[config.mk]
export PLATFORM = sky130hd
export DESIGN_NAME = gcode_cmd_dispatcher_flat
export DESIGN_NICKNAME = d
export VERILOG_FILES = /design/src/rtl/gcode_pkg.sv /design/src/rtl/gcode_cmd_dispatcher_if.sv /design/src/rtl/gcode_cmd_fifo.sv /design/src/rtl/gcode_cmd_dispatcher.sv /design/src/flat_wrapper.sv
export SDC_FILE = /design/constraint.sdc
export NUM_CORES = 1
export LEC_CHECK = 0
export BUFFER_PORTS_ARGS = -buffer_cell sky130_fd_sc_hd__buf_4
export CORE_MARGIN = 10
export CORE_UTILIZATION = 60
export CTS_CLUSTER_SIZE = 20
export DETAILED_ROUTE_END_ITERATION = 7
export GPL_TIMING_DRIVEN = 0
export PLACE_DENSITY_LB_ADDON = 0.2
export SYNTH_ARGS = -nofsm -noshare
export SYNTH_HDL_FRONTEND = slang
export SYNTH_SLANG_ARGS = --single-unit
[constraint.sdc]
create_clock -name clk -period 6.7 [get_ports clk]
set_clock_uncertainty 0.05 [all_clocks]
set_input_delay 1.34 -clock clk [delete_from_list [all_inputs] [get_ports clk]]
set_output_delay 1.34 -clock clk [all_outputs]
set_load 0.01 [all_outputs]
[src/rtl/gcode_pkg.sv]
// Shared types for the G-code command dispatcher: opcodes, command word, FSM encodings.
package gcode_pkg;

    localparam int CMD_W   = 5;
    localparam int COORD_W = 14;

    typedef enum logic [CMD_W-1:0] {
        CMD_G0   = 5'h00,
        CMD_G1   = 5'h01,
        CMD_G2   = 5'h02,
        CMD_G3   = 5'h03,
        CMD_G4   = 5'h04,
        CMD_G28  = 5'h05,
        CMD_HALT = 5'h1F
    } gcode_op_e;

    typedef struct packed {
        logic [CMD_W-1:0]   cmd;
        logic [COORD_W-1:0] x;
        logic [COORD_W-1:0] y;
    } gcode_cmd_t;

    // Dispatcher states kept as fixed constants so the encoding never moves.
    typedef logic [2:0] disp_state_t;
    localparam disp_state_t ST_IDLE  = 3'd0;
    localparam disp_state_t ST_ISSUE = 3'd1;
    localparam disp_state_t ST_ACK   = 3'd2;
    localparam disp_state_t ST_RUN   = 3'd3;
    localparam disp_state_t ST_FAULT = 3'd4;

endpackage

[src/rtl/gcode_cmd_dispatcher_if.sv]
// Interpreter-side push handshake and controller-side start/ready handshake.
interface gcode_cmd_dispatcher_if;
    import gcode_pkg::*;

    logic               in_valid;
    logic               in_ready;
    logic [CMD_W-1:0]   in_cmd;
    logic [COORD_W-1:0] in_x;
    logic [COORD_W-1:0] in_y;
    logic               ctrl_ready;
    logic               ctrl_start;
    logic [CMD_W-1:0]   ctrl_cmd;
    logic [COORD_W-1:0] ctrl_x;
    logic [COORD_W-1:0] ctrl_y;

    modport master (
        output in_valid, in_cmd, in_x, in_y, ctrl_ready,
        input  in_ready, ctrl_start, ctrl_cmd, ctrl_x, ctrl_y
    );

    modport slave (
        input  in_valid, in_cmd, in_x, in_y, ctrl_ready,
        output in_ready, ctrl_start, ctrl_cmd, ctrl_x, ctrl_y
    );

endinterface

[src/rtl/gcode_cmd_fifo.sv]
// Synchronous command FIFO with push, pop, flush and occupancy count.
module gcode_cmd_fifo
    import gcode_pkg::*;
#(
    parameter int DEPTH = 4
) (
    input  logic                         clk,
    input  logic                         reset,
    input  logic                         push,
    input  logic                         pop,
    input  logic                         flush,
    input  gcode_cmd_t                   din,
    output gcode_cmd_t                   dout,
    output logic [$clog2(DEPTH+1)-1:0]   count,
    output logic                         full,
    output logic                         empty
);

    localparam int CW = $clog2(DEPTH + 1);
    localparam int AW = (DEPTH > 1) ? $clog2(DEPTH) : 1;
    localparam logic [CW-1:0] DEPTH_CNT = CW'(DEPTH);

    gcode_cmd_t    mem [DEPTH];
    logic [AW-1:0] wr_ptr, rd_ptr;
    logic          do_push, do_pop;

    assign full    = (count == DEPTH_CNT);
    assign empty   = (count == '0);
    // Flush wins over everything queued or popped in the same cycle.
    assign do_push = push && !full && !flush;
    assign do_pop  = pop && !empty && !flush;
    assign dout    = mem[rd_ptr];

    always_ff @(posedge clk) begin
        if (do_push) mem[wr_ptr] <= din;
    end

    always_ff @(posedge clk or negedge reset) begin
        if (!reset) begin
            wr_ptr <= '0;
            rd_ptr <= '0;
            count  <= '0;
        end else if (flush) begin
            wr_ptr <= '0;
            rd_ptr <= '0;
            count  <= '0;
        end else begin
            if (do_push) wr_ptr <= wr_ptr + 1'b1;
            if (do_pop)  rd_ptr <= rd_ptr + 1'b1;
            case ({do_push, do_pop})
                2'b10:   count <= count + 1'b1;
                2'b01:   count <= count - 1'b1;
                default: count <= count;
            endcase
        end
    end

endmodule

[src/rtl/gcode_cmd_dispatcher.sv]
// Queues interpreter commands and issues them one at a time to the motion controller.
// Optional watchdog: define DISPATCH_WATCHDOG_EN.
module gcode_cmd_dispatcher
    import gcode_pkg::*;
#(
    parameter int DEPTH          = 4,
    parameter int TIMEOUT_CYCLES = 50_000_000
) (
    input  logic                        clk,
    input  logic                        reset,
    gcode_cmd_dispatcher_if.slave       bus,
    output logic                        busy,
    output logic [$clog2(DEPTH+1)-1:0]  queue_count,
    output logic                        fault,
    input  logic                        fault_clr
);

    localparam int WD_W = $clog2(TIMEOUT_CYCLES + 1);

    disp_state_t state, state_nxt;
    gcode_cmd_t  in_pkt, head, issued;
    logic        start_q;
    logic        fifo_full, fifo_empty;
    logic        accept, is_halt, push, pop, flush, wd_flush, issue_go;

    assign in_pkt   = '{cmd: bus.in_cmd, x: bus.in_x, y: bus.in_y};
    assign is_halt  = (bus.in_cmd == CMD_HALT);
    assign bus.in_ready = !fifo_full && (state != ST_FAULT);
    assign accept   = bus.in_valid && bus.in_ready;
    assign push     = accept && !is_halt;
    assign flush    = (accept && is_halt) || wd_flush;
    assign pop      = (state == ST_ISSUE);
    // A flush in the decision cycle must not launch the head it is discarding.
    assign issue_go = (state == ST_IDLE) && !fifo_empty && bus.ctrl_ready && !flush;

    gcode_cmd_fifo #(.DEPTH(DEPTH)) u_fifo (
        .clk   (clk),
        .reset (reset),
        .push  (push),
        .pop   (pop),
        .flush (flush),
        .din   (in_pkt),
        .dout  (head),
        .count (queue_count),
        .full  (fifo_full),
        .empty (fifo_empty)
    );

`ifdef DISPATCH_WATCHDOG_EN
    logic [WD_W-1:0] wd_cnt;
    logic            wd_hit;

    assign wd_hit   = ((state == ST_ACK) || (state == ST_RUN)) &&
                      (wd_cnt == WD_W'(TIMEOUT_CYCLES - 1));
    assign wd_flush = wd_hit || (state == ST_FAULT);
    assign fault    = (state == ST_FAULT);

    always_ff @(posedge clk or negedge reset) begin
        if (!reset)                                   wd_cnt <= '0;
        else if (state == ST_ISSUE)                   wd_cnt <= '0;
        else if (state == ST_ACK || state == ST_RUN)  wd_cnt <= wd_cnt + 1'b1;
    end
`else
    logic [WD_W-1:0] unused_wd;
    logic            unused_clr;

    assign unused_wd  = WD_W'(TIMEOUT_CYCLES);
    assign unused_clr = fault_clr;
    assign wd_flush   = 1'b0;
    assign fault      = 1'b0;
`endif

    always_comb begin
        state_nxt = state;
        case (state)
            ST_IDLE:  if (issue_go) state_nxt = ST_ISSUE;
            ST_ISSUE: state_nxt = ST_ACK;
            ST_ACK:   if (!bus.ctrl_ready) state_nxt = ST_RUN;
            ST_RUN:   if (bus.ctrl_ready) state_nxt = ST_IDLE;
`ifdef DISPATCH_WATCHDOG_EN
            ST_FAULT: if (fault_clr) state_nxt = ST_IDLE;
`endif
            default:  state_nxt = ST_IDLE;
        endcase
`ifdef DISPATCH_WATCHDOG_EN
        if (wd_hit) state_nxt = ST_FAULT;
`endif
    end

    // Head is latched on the IDLE->ISSUE edge so outputs are valid alongside ctrl_start.
    always_ff @(posedge clk or negedge reset) begin
        if (!reset) begin
            state   <= ST_IDLE;
            start_q <= 1'b0;
            issued  <= '0;
        end else begin
            state   <= state_nxt;
            start_q <= issue_go;
            if (issue_go) issued <= head;
        end
    end

    assign bus.ctrl_start = start_q;
    assign bus.ctrl_cmd   = issued.cmd;
    assign bus.ctrl_x     = issued.x;
    assign bus.ctrl_y     = issued.y;
    assign busy           = !fifo_empty || (state != ST_IDLE);

endmodule
[src/flat_wrapper.sv]
// flat-port wrapper written by rule: the top's interface ports become plain ports
module gcode_cmd_dispatcher_flat import gcode_pkg::*;
#(
    parameter int DEPTH          = 4,
    parameter int TIMEOUT_CYCLES = 50_000_000
)
  (clk, reset, busy, queue_count, fault, fault_clr, bus_in_valid, bus_in_cmd, bus_in_x, bus_in_y, bus_ctrl_ready, bus_in_ready, bus_ctrl_start, bus_ctrl_cmd, bus_ctrl_x, bus_ctrl_y);
  gcode_cmd_dispatcher_if bus_i ();
  input  logic clk;
  input  logic reset;
  output logic busy;
  output logic [$clog2(DEPTH+1)-1:0] queue_count;
  output logic fault;
  input  logic fault_clr;
  input wire logic [$bits(bus_i.in_valid)-1:0] bus_in_valid;
  input wire logic [$bits(bus_i.in_cmd)-1:0] bus_in_cmd;
  input wire logic [$bits(bus_i.in_x)-1:0] bus_in_x;
  input wire logic [$bits(bus_i.in_y)-1:0] bus_in_y;
  input wire logic [$bits(bus_i.ctrl_ready)-1:0] bus_ctrl_ready;
  output wire logic [$bits(bus_i.in_ready)-1:0] bus_in_ready;
  output wire logic [$bits(bus_i.ctrl_start)-1:0] bus_ctrl_start;
  output wire logic [$bits(bus_i.ctrl_cmd)-1:0] bus_ctrl_cmd;
  output wire logic [$bits(bus_i.ctrl_x)-1:0] bus_ctrl_x;
  output wire logic [$bits(bus_i.ctrl_y)-1:0] bus_ctrl_y;
  assign bus_i.in_valid = bus_in_valid;
  assign bus_i.in_cmd = bus_in_cmd;
  assign bus_i.in_x = bus_in_x;
  assign bus_i.in_y = bus_in_y;
  assign bus_i.ctrl_ready = bus_ctrl_ready;
  assign bus_in_ready = bus_i.in_ready;
  assign bus_ctrl_start = bus_i.ctrl_start;
  assign bus_ctrl_cmd = bus_i.ctrl_cmd;
  assign bus_ctrl_x = bus_i.ctrl_x;
  assign bus_ctrl_y = bus_i.ctrl_y;
  gcode_cmd_dispatcher #(.DEPTH(DEPTH), .TIMEOUT_CYCLES(TIMEOUT_CYCLES)) u_core (.clk(clk), .reset(reset), .bus(bus_i), .busy(busy), .queue_count(queue_count), .fault(fault), .fault_clr(fault_clr));
endmodule
# After elaboration in Yosys (flattened, before gate mapping)
# Memory sizes are Yosys's and may differ from the RTL's. A register that Yosys moved wholly into a read port is not among the register bits.
# Index checks and enable logic that the tools add are counted.
# word_totals
ram_bits,132
latch_bits,0
reg_bits,11
romBits,0
n_memories,1
in_bits,38
# op_classes
order_cmp,0
div,0
n_reduce_logical,24
eq_ne,11
add_sub_neg,4
mul,0
bitwise,0
n_mux,12
shifts,0
# mem_list
name,words,word_bits,rd,rd_ports_with_merged_regs,write_ports,line,rtl
u_core.u_fifo.mem,4,33,1,1,1,gcode_cmd_fifo.sv:23,gcode_cmd_t mem [DEPTH];
# op_table
cell,n
two-way mux 3 bit,4
one-hot mux 3 bit (4 select lines),1
logical AND 1 bit,11
two-way mux 2 bit,4
equality test 3 x 2 -> 1 bit (second input constant),2
zero test 3 bit,2
one-hot mux 3 bit (2 select lines),1
nonzero test 3 bit,2
equality test 5 bit (second input constant),1
zero test 1 bit,5
adder 2 x 1 -> 2 bit (second input constant),2
!= test 2 bit (second input constant),2
nonzero test 2 bit,2
adder 3 x 1 -> 3 bit (second input constant),1
equality test 3 x 1 -> 1 bit (second input constant),1
equality test 3 bit (second input constant),1
!= test 3 bit (second input constant),1
AND reduction 3 bit,1
subtractor 3 x 1 -> 3 bit (second input constant),1
equality test 2 x 1 -> 1 bit (second input constant),1
equality test 2 bit (second input constant),1
two-way mux 1 bit,2
!= test 2 x 1 -> 1 bit (second input constant),1
logical OR 1 bit,1

# Depth between registers and ports, before layout
# Gate-level depths: netlist of run 1.
# depth
depth_word,10
ltp_mapped,9
depth_no_buf,9

# By module
# Synthesis of run 1 repeated with hierarchy kept, for this count alone.
# hier_totals
hier_cells,340
area_unflattened_um2,7020.5
# modules_own_cells
module,area_per_inst_um2,instances,cells_per_inst
gcode_cmd_fifo,5387.7,1,237
gcode_cmd_dispatcher,1632.8,1,103

# Worst setup path after synthesis of run 1
# OpenSTA, ideal clock, no wires.
# synth_path
path_kind,input port to flip-flop
startpoint,input bus_in_cmd[4]
endpoint,register u_core.u_fifo.count[2]
arrival_time_ns,3.239
setup_time_ns,0.078
cell_stages,9
required_time_ns,6.572
path_slack_ns,3.333
path_buffers,1
cell_sequence,nand4_1 > nor4b_4 > clkbuf_1 > nor2_1 > ha_1 > fa_1 > xnor2_1 > or3_1 > a21oi_1
# synth_via
elab_chain_cells,8
# synth_rtl
item,line,rtl
from (decl),flat_wrapper.sv:16,input wire logic [$bits(bus_i.in_cmd)-1:0] bus_in_cmd;
equality test 5 bit *,gcode_cmd_dispatcher.sv:27,assign is_halt = (bus.in_cmd == CMD_HALT);
zero test 1 bit,gcode_cmd_dispatcher.sv:30,assign push = accept && !is_halt;
logical AND 1 bit,gcode_cmd_dispatcher.sv:30,
logical AND 1 bit (2 in series),gcode_cmd_fifo.sv:30,assign do_push = push && !full && !flush;
equality test 2 x 1 -> 1 bit or equality test 2 bit (tied branches),gcode_cmd_fifo.sv:50,"case ({do_push, do_pop})"
one-hot mux 3 bit (2 select lines),gcode_cmd_fifo.sv:50,
two-way mux 3 bit,gcode_cmd_fifo.sv:43,end else if (flush) begin
to (signal assigned),gcode_cmd_fifo.sv:51,2'b10: count <= count + 1'b1;
to (signal assigned),gcode_cmd_fifo.sv:52,2'b01: count <= count - 1'b1;
to (signal assigned),gcode_cmd_fifo.sv:53,default: count <= count;
to (decl),gcode_cmd_fifo.sv:14,"output logic [$clog2(DEPTH+1)-1:0] count,"
# Every way passes the cells marked *; elsewhere a longest branch is shown, timed or not.
# A chain may end at the register's enable or synchronous reset.

# Final worst setup path of run 1
# layout_path
startpoint,input bus_in_cmd[2]
endpoint,register u_core.u_fifo.count[2]
# Same word-level chain as after synthesis.

==> results of run 1 <==
## worst max-delay path: cells and delay by family
family | cells | cell delay (ns)
XOR/XNOR | 1 | 0.14
buffers and inverters | 2 | 0.46
AO/OA/AOI/OAI | 1 | 0.14
adder cells (fa/ha/maj) | 2 | 0.63
AND/OR/NAND/NOR | 4 | 0.87
## cells in the final DEF (no fill, tap or decap), drive strengths merged, types with 2 or more instances in the layout
cell | netlist | routed
edfxtp | 132 | 132
buf | 9 | 85
dfrtp | 43 | 43
mux2 | 34 | 34
mux4 | 33 | 33
clkbuf | 5 | 25
inv | 9 | 9
ha | 9 | 9
nor2 | 8 | 8
clkinv | 0 | 6
nand2 | 4 | 4
and2 | 4 | 4
bufinv | 0 | 4
a21oi | 3 | 3
o21ai | 3 | 3
xor2 | 3 | 3
mux2i | 2 | 2
clkinvlp | 0 | 2
nand2b | 2 | 2
## cell type report
type,count,area share
buffer,14,0.0143
sequential,175,0.611
clock inverter,12,0.0200
inverter,9,0.00410
tap,140,0.0212
multi-input combinational,122,0.203
timing repair buffer,76,0.0707
clock buffer,20,0.0554
## how the worst max path moves through the flow
| stage | from | endpoint | slack (ns) |
|---|---|---|---|
| 3_5_place_dp | bus_in_cmd[4] | u_core.u_fifo.count[2] | 2.96 |
| 5_1_grt | bus_in_cmd[2] | u_core.u_fifo.count[2] | 3.21 |
| 3_3_place_gp | bus_in_cmd[2] | u_core.u_fifo.mem[1][8] | 2.79 |
| 6_report | bus_in_cmd[2] | u_core.u_fifo.count[2] | 3.41 |
| 4_1_cts | bus_in_cmd[2] | u_core.u_fifo.count[2] | 3.40 |
| 2_1_floorplan | bus_in_cmd[4] | u_core.u_fifo.count[2] | 3.33 |
## cells by family (layout without fill, tap and decap cells)
logic type | count (synthesis) | in the layout | share of synthesized area
flops | 175 | 175 | 0.734
mux | 69 | 69 | 0.183
simple gates | 27 | 27 | 0.0248
buf+inv | 23 | 131 | 0.0221
compound gates | 11 | 11 | 0.0109
fa+ha+maj | 10 | 10 | 0.0193
xor+xnor | 4 | 4 | 0.00511
other cells | 1 | 1 | 0.000546
## layer usage
layer	wire (um)	vias up	share of wire
li1	-	1448	-
met5	0	-	0
met1	5030	1654	0.41
met3	686	19	0.056
met4	208	0	0.017
met2	6270	80	0.51
## Yosys cell counts, drive strengths merged
cell	number	area share
or3	1	0.00091
buf	9	0.014
nand3b	1	0.0011
nor3	1	0.00073
nand2b	2	0.0029
mux2i	2	0.0029
conb	1	0.00055
nand4b	1	0.0013
a22o	1	0.0013
mux2	34	0.072
o311a	1	0.0015
nor2	8	0.0044
xnor2	1	0.0013
nand3	1	0.00073
a2bb2oi	1	0.0013
nor4b	1	0.0035
inv	9	0.0049
and2	4	0.0036
xor2	3	0.0038
nor2b	1	0.00091
clkbuf	5	0.0027
nand2	4	0.0022
dfrtp	43	0.16
or3b	1	0.0016
o21ai	3	0.0022
fa	1	0.0029
edfxtp	132	0.58
o211ai	1	0.0011
o32a	1	0.0015
a21oi	3	0.0022
ha	9	0.016
mux4	33	0.11
nand4	1	0.00091
## where the power goes
part           total, mW  internal [mW]  switching [mW]
clock               1.02          0.639           0.384
combinational       1.22          0.678           0.542
sequential          1.59           1.47           0.128
## stage by stage
stage               setup slack, ns  hold WS, ns  area [um2]
finish                         3.41        0.460        8250
global route                   3.21        0.469        8250
CTS                            3.40        0.465        8250
detailed placement             2.96        0.447        7630
global placement               2.79        0.447        7600
floorplan                      3.33        0.476        6860
## flip-flops by register name, summed over array words and instances, names as in the netlist
signal / count
u_core.u_fifo.mem: 132
u_core.bus.ctrl_cmd: 5
u_core.bus.ctrl_x: 14
u_core.bus.ctrl_start: 1
u_core.u_fifo.rd_ptr: 2
u_core.bus.ctrl_y: 14
u_core.state: 2
u_core.u_fifo.wr_ptr: 2
u_core.u_fifo.count: 3
==> qor.csv, run 1 <==
metric,value,unit
post-CTS setup buffer count,0,
power consumption,3.84,mW
DRT Pass-1 Iters,4,
Syn Area/Cell,21.4,um2
Worst Tran Pin Value,0.939,ns
final net count,463,
met1 Usage GRT,0.185,
cells on worst reg2reg path,9,
Via density,5.64,
period utilisation layout,0.491,
die span in y,127,um
full die area,16100,um2
first-pass GRT wire length,19.1,mm
RR Endpoint,u_core.u_fifo.count[2],
hold_sp,u_core.bus.ctrl_x[5],
CTS sink count,175,
Post-Synthesis Net Count,368,
vias in the first global route,3519,
Remaining DRCs,0,
final hold vios,0,
YS warnings,0,
layout cells sized above 1,0.437,
Worst-path clk slew,0.06,ns
mapped cell area,6860,um2
crit start category,primary input,
# hold bufs at CTS,0,
Area Growth Syn to Fin,20.2,%
Crit Path Class,in -> reg,
Iter 0 DRT Violations,175,
min-delay worst type,reg -> reg,
GR peak layer,met2,
core area,11000,um2
routed wire length,12.2,mm
post-layout min period,3.29,ns
TNS Setup,0,ns
post-DR wirelength/cell,21.5,um
worst reg2reg setup slack,4.01,ns
Leakage,3.20,nW
port bufs,75,
Hold Path Depth,1,
CTS root buf,clkbuf_16,
H-Tree Depth,4,
PostCTS Resize Cnt,0,
ant diodes,0,
reg-to-reg startpoint,u_core.u_fifo.count[2],
number of max-cap violations,0,
clock tree buffer depth,2,
utilization of the core after routing,0.748,
detailed-placement wirelength estimate,7.70,mm
Initial Util,0.622,
Yosys cell types,38,
peak supply drop,269,uV
Worst EP required,6.99,ns
met2 track demand over resource,0.255,
met3 GRT Util,0.0537,
CTS tree,built,
row count,38,
RSZ-0062 raised after global routing,false,
num ports,78,
Rel. slew slack,0.374,
Routed Antenna Nets,0,
# setup viols final,0,
Worst Hold Path EP,u_core.bus.ctrl_x[5],
Multi-input gate area,1680,um2
placed cell count,536,
f_max,0.304,GHz
CTS Buf Count,17,
CP arrival,3.58,ns
Overflow after GRT,0,
Final GP Congestion,0.754,
outcome,"finished, final reports clean",
Synth Register Bits,175,
PD cells,465,nW/um2
via count,3201,
fin cells,568,
Die X-Extent,127,um
crit path cell chain,buf_4 -> nand4_1 -> nor4b_4 -> clkbuf_1 -> nor2_1 -> ha_1 -> fa_1 -> xnor2_1 -> or3_1 -> a21oi_1,
register area,5040,um2
Slew Limit Fails,0,
Post-Syn Instances,320,
critical path's slowest cell,fa_1,
GRT Total Usage,0.157,
initial antenna violation count,0,
CP max FO,10,
Crit path largest cell delay,0.39,ns
"Seq/Total Area, Yosys",0.734,
CP Capture Type,flip-flop,
pin count of the biggest net entering global routing,44,
fillers,642,
Skew-Pair Late Insertion Delay,0.42,ns
Power figures use the tool's default switching activity.
==> inputs of run 2 (changes only) <==
--- a/config.mk
+++ b/config.mk
@@ -7,7 +7,7 @@
 export LEC_CHECK = 0
 export BUFFER_PORTS_ARGS = -buffer_cell sky130_fd_sc_hd__buf_4
 export CORE_MARGIN = 10
-export CORE_UTILIZATION = 60
+export CORE_UTILIZATION = 58
 export CTS_CLUSTER_SIZE = 20
 export DETAILED_ROUTE_END_ITERATION = 7
 export GPL_TIMING_DRIVEN = 0
==> constraint.sdc (replaced) <==
create_clock -name clk -period 3.4 [get_ports clk]
set_clock_uncertainty 0.05 [all_clocks]
set_input_delay 0.68 -clock clk [delete_from_list [all_inputs] [get_ports clk]]
set_output_delay 0.68 -clock clk [all_outputs]
set_load 0.01 [all_outputs]
==> run 2 against run 1 <==
Effect of this change: global-route usage about the same; highest routed layer unchanged; largest power group unchanged; power up 92%; design area fell by 0.20%; critical path depth fell by 1; combinational power rose by 100%; non-clock buffer count rose by 3; first-iteration DRC count increased by 51%; worst setup slack lost 2.7 ns; die area increased by 2.9%; via count rose by 2.3%; clock power up 75%; sequential share of layout area increased by 0.12 points.
==> qor.csv, run 2 (same netlist as run 1, synthesis figures left out) <==
metric,value,unit,change
outcome,"finished, final reports clean",,unchanged
crit start category,flip-flop,,was primary input
PostCTS Resize Cnt,0,,unchanged
Worst-path clk slew,0.06,ns,about the same
Top reg by flops,u_core.u_fifo.mem,,unchanged
final net count,466,,was 463
GRT Total Usage,0.157,,about the same
routed wire length,12.5,mm,was 12.2 mm
Slew Limit Fails,0,,unchanged
CP bufs+invs,1,,was 2
Crit Path Class,reg -> reg,,was in -> reg
Leakage,3.19,nW,was 3.20 nW
core area,11500,um2,"was 11,000 um2"
"commonest non-fill, non-tap cell in the layout",edfxtp_1,,unchanged
port bufs,75,,unchanged
CTS sink count,175,,unchanged
full die area,16600,um2,"was 16,100 um2"
die span in y,129,um,was 127 um
Worst Tran Pin Value,0.656,ns,was 0.939 ns
Iter 0 DRT Violations,265,,was 175
Die X-Extent,129,um,was 127 um
initial antenna violation count,0,,unchanged
critical path's slowest cell,dfrtp_1,,was fa_1
Clock power frac,0.242,,was 0.267
crit path cell chain,or3b_4 -> nor4b_4 -> clkbuf_1 -> nor2_1 -> ha_1 -> fa_1 -> xnor2_1 -> or3_1 -> a21oi_1,,was buf_4 -> nand4_1 -> nor4b_4 -> clkbuf_1 -> nor2_1 -> ha_1 -> fa_1 -> xnor2_1 -> or3_1 -> a21oi_1
# setup viols final,0,,unchanged
number of max-cap violations,0,,unchanged
CP max FO,10,,unchanged
CTS tree,built,,unchanged
period utilisation layout,0.804,,
RSZ-0062 raised after global routing,false,,unchanged
first-pass GRT wire length,19.6,mm,was 19.1 mm
DRT Pass-1 Iters,4,,unchanged
H-Tree Depth,4,,unchanged
Area Growth Syn to Fin,19.9,%,was 20.2%
via count,3276,,"was 3,201"
sequential power share,0.426,,was 0.415
CP arrival,3.02,ns,was 3.58 ns
CP Capture Type,flip-flop,,unchanged
layout cells sized above 1,0.441,,was 0.437
Worst EP required,3.69,ns,was 6.99 ns
Overflow after GRT,0,,unchanged
num ports,78,,unchanged
pin count of the biggest net entering global routing,44,,unchanged
PD cells,895,nW/um2,was 465 nW/um2
peak supply drop,505,uV,was 269 uV
worst reg2reg setup slack,0.67,ns,was 4.01 ns
post-CTS setup buffer count,0,,unchanged
hold_ws,0.239,ns,was 0.460 ns
TNS Setup,0,ns,unchanged
post-layout min period,2.73,ns,
Routed Antenna Nets,0,,unchanged
Largest register FFs,132,,unchanged
Rel. slew slack,0.563,,was 0.374
row count,39,,was 38
most frequent cells in the layout,"edfxtp_1, buf_4, dfrtp_1",,unchanged
Skew-Pair Late Insertion Delay,0.42,ns,about the same
Comb pwr share,0.332,,was 0.318
ant diodes,0,,unchanged
Remaining DRCs,0,,unchanged
vias in the first global route,3566,,"was 3,519"
f_max,0.366,GHz,
clock tree buffer depth,2,,unchanged
Initial Util,0.596,,was 0.622
Final GP Congestion,0.710,,was 0.754
top cell family by delay on the critical path,simple AND/OR/NAND/NOR gates,,unchanged
# hold bufs at CTS,0,,unchanged
CTS root buf,clkbuf_16,,unchanged
Internal,5.28,mW,was 2.78 mW
Via density,5.71,,was 5.64
CTS Buf Count,17,,unchanged
Crit path largest cell delay,0.42,ns,was 0.39 ns
switching part of the total,0.284,,was 0.275
post-DR wirelength/cell,21.7,um,was 21.5 um
final hold vios,0,,unchanged
detailed-placement wirelength estimate,8.01,mm,was 7.70 mm
Sw Pwr,2.09,mW,was 1.05 mW
min-delay worst type,in -> async,,was reg -> reg
run 2: cell types whose count changed in the layout (fill, tap and decap cells not counted):
cell       delta
bufinv_16     -3
clkinv_1      -3
clkinv_2      +3
clkbuf_1      +3
clkbuf_8      -1
inv_6         +1
buf_12        +3
run 2: final cells by class:
type | instances | area, um2
fillers | 707 | 3280
multi-input cells | 122 | 1680
plain buffers | 14 | 118
clock inverters | 10 | 87.6
inverters | 9 | 33.8
well taps | 143 | 179
flip-flops and latches | 175 | 5040
repair buffers | 79 | 643
clock buffers | 22 | 454
run 2: per-layer routing:
layer  vias up  track usage  share of wire  wire, um
li1       1452            -              -         -
met1      1710        0.190           0.41      5090
met2        99        0.261           0.52      6450
met3        15       0.0542          0.061       762
met4         0       0.0535          0.012       152
met5         -            0              0         0
run 2: power groups by stage:
stage | clock network [mW] | logic [mW] | registers [mW]
floorplan | 0 | 1.56 | 3.22
global placement | 0 | 2.39 | 3.16
detailed placement | 0 | 2.50 | 3.17
CTS | 1.81 | 2.51 | 3.14
global route | 1.90 | 2.66 | 3.20
finish | 1.78 | 2.45 | 3.14
run 2: path summary, 6_finish.rpt:
check	from	endpoint	cells past startpoint
min in group clk	bus_in_x[11]	u_core.u_fifo.mem[3][25]	1
hold / removal	reset	u_core.bus.ctrl_y[5]	1
hold reg to reg	u_core.bus.ctrl_y[3]	u_core.bus.ctrl_y[3]	1
max in group asynchronous	reset	u_core.bus.ctrl_x[12]	1
setup / recovery	u_core.u_fifo.count[2]	u_core.u_fifo.count[2]	9
setup reg to reg	u_core.u_fifo.count[2]	u_core.u_fifo.count[2]	9
run 2: worst reg2reg max path, cell delays in order, from the launching register on:
cell and delay (ns):
dfrtp_1 0.42, or3b_4 0.27, nor4b_4 0.20, clkbuf_1 0.38
nor2_1 0.10, ha_1 0.26, fa_1 0.39, xnor2_1 0.15
or3_1 0.30, a21oi_1 0.14
run 2: through the flow:
| step | setup slack, ns | instance area [um2] | util | total power, mW | instances |
|---|---|---|---|---|---|
| after CTS | 0.672 | 8230 | 0.715 | 7.46 | 574 |
| final | 0.668 | 8230 | 0.715 | 7.36 | 574 |
| after detailed placement | 0.302 | 7690 | 0.668 | 5.67 | 542 |
| after global routing | 0.480 | 8230 | 0.715 | 7.76 | 574 |
| after global placement | 0.130 | 7600 | 0.660 | 5.55 | 538 |
| after floorplan | 0.693 | 6860 | - | 4.77 | 320 |
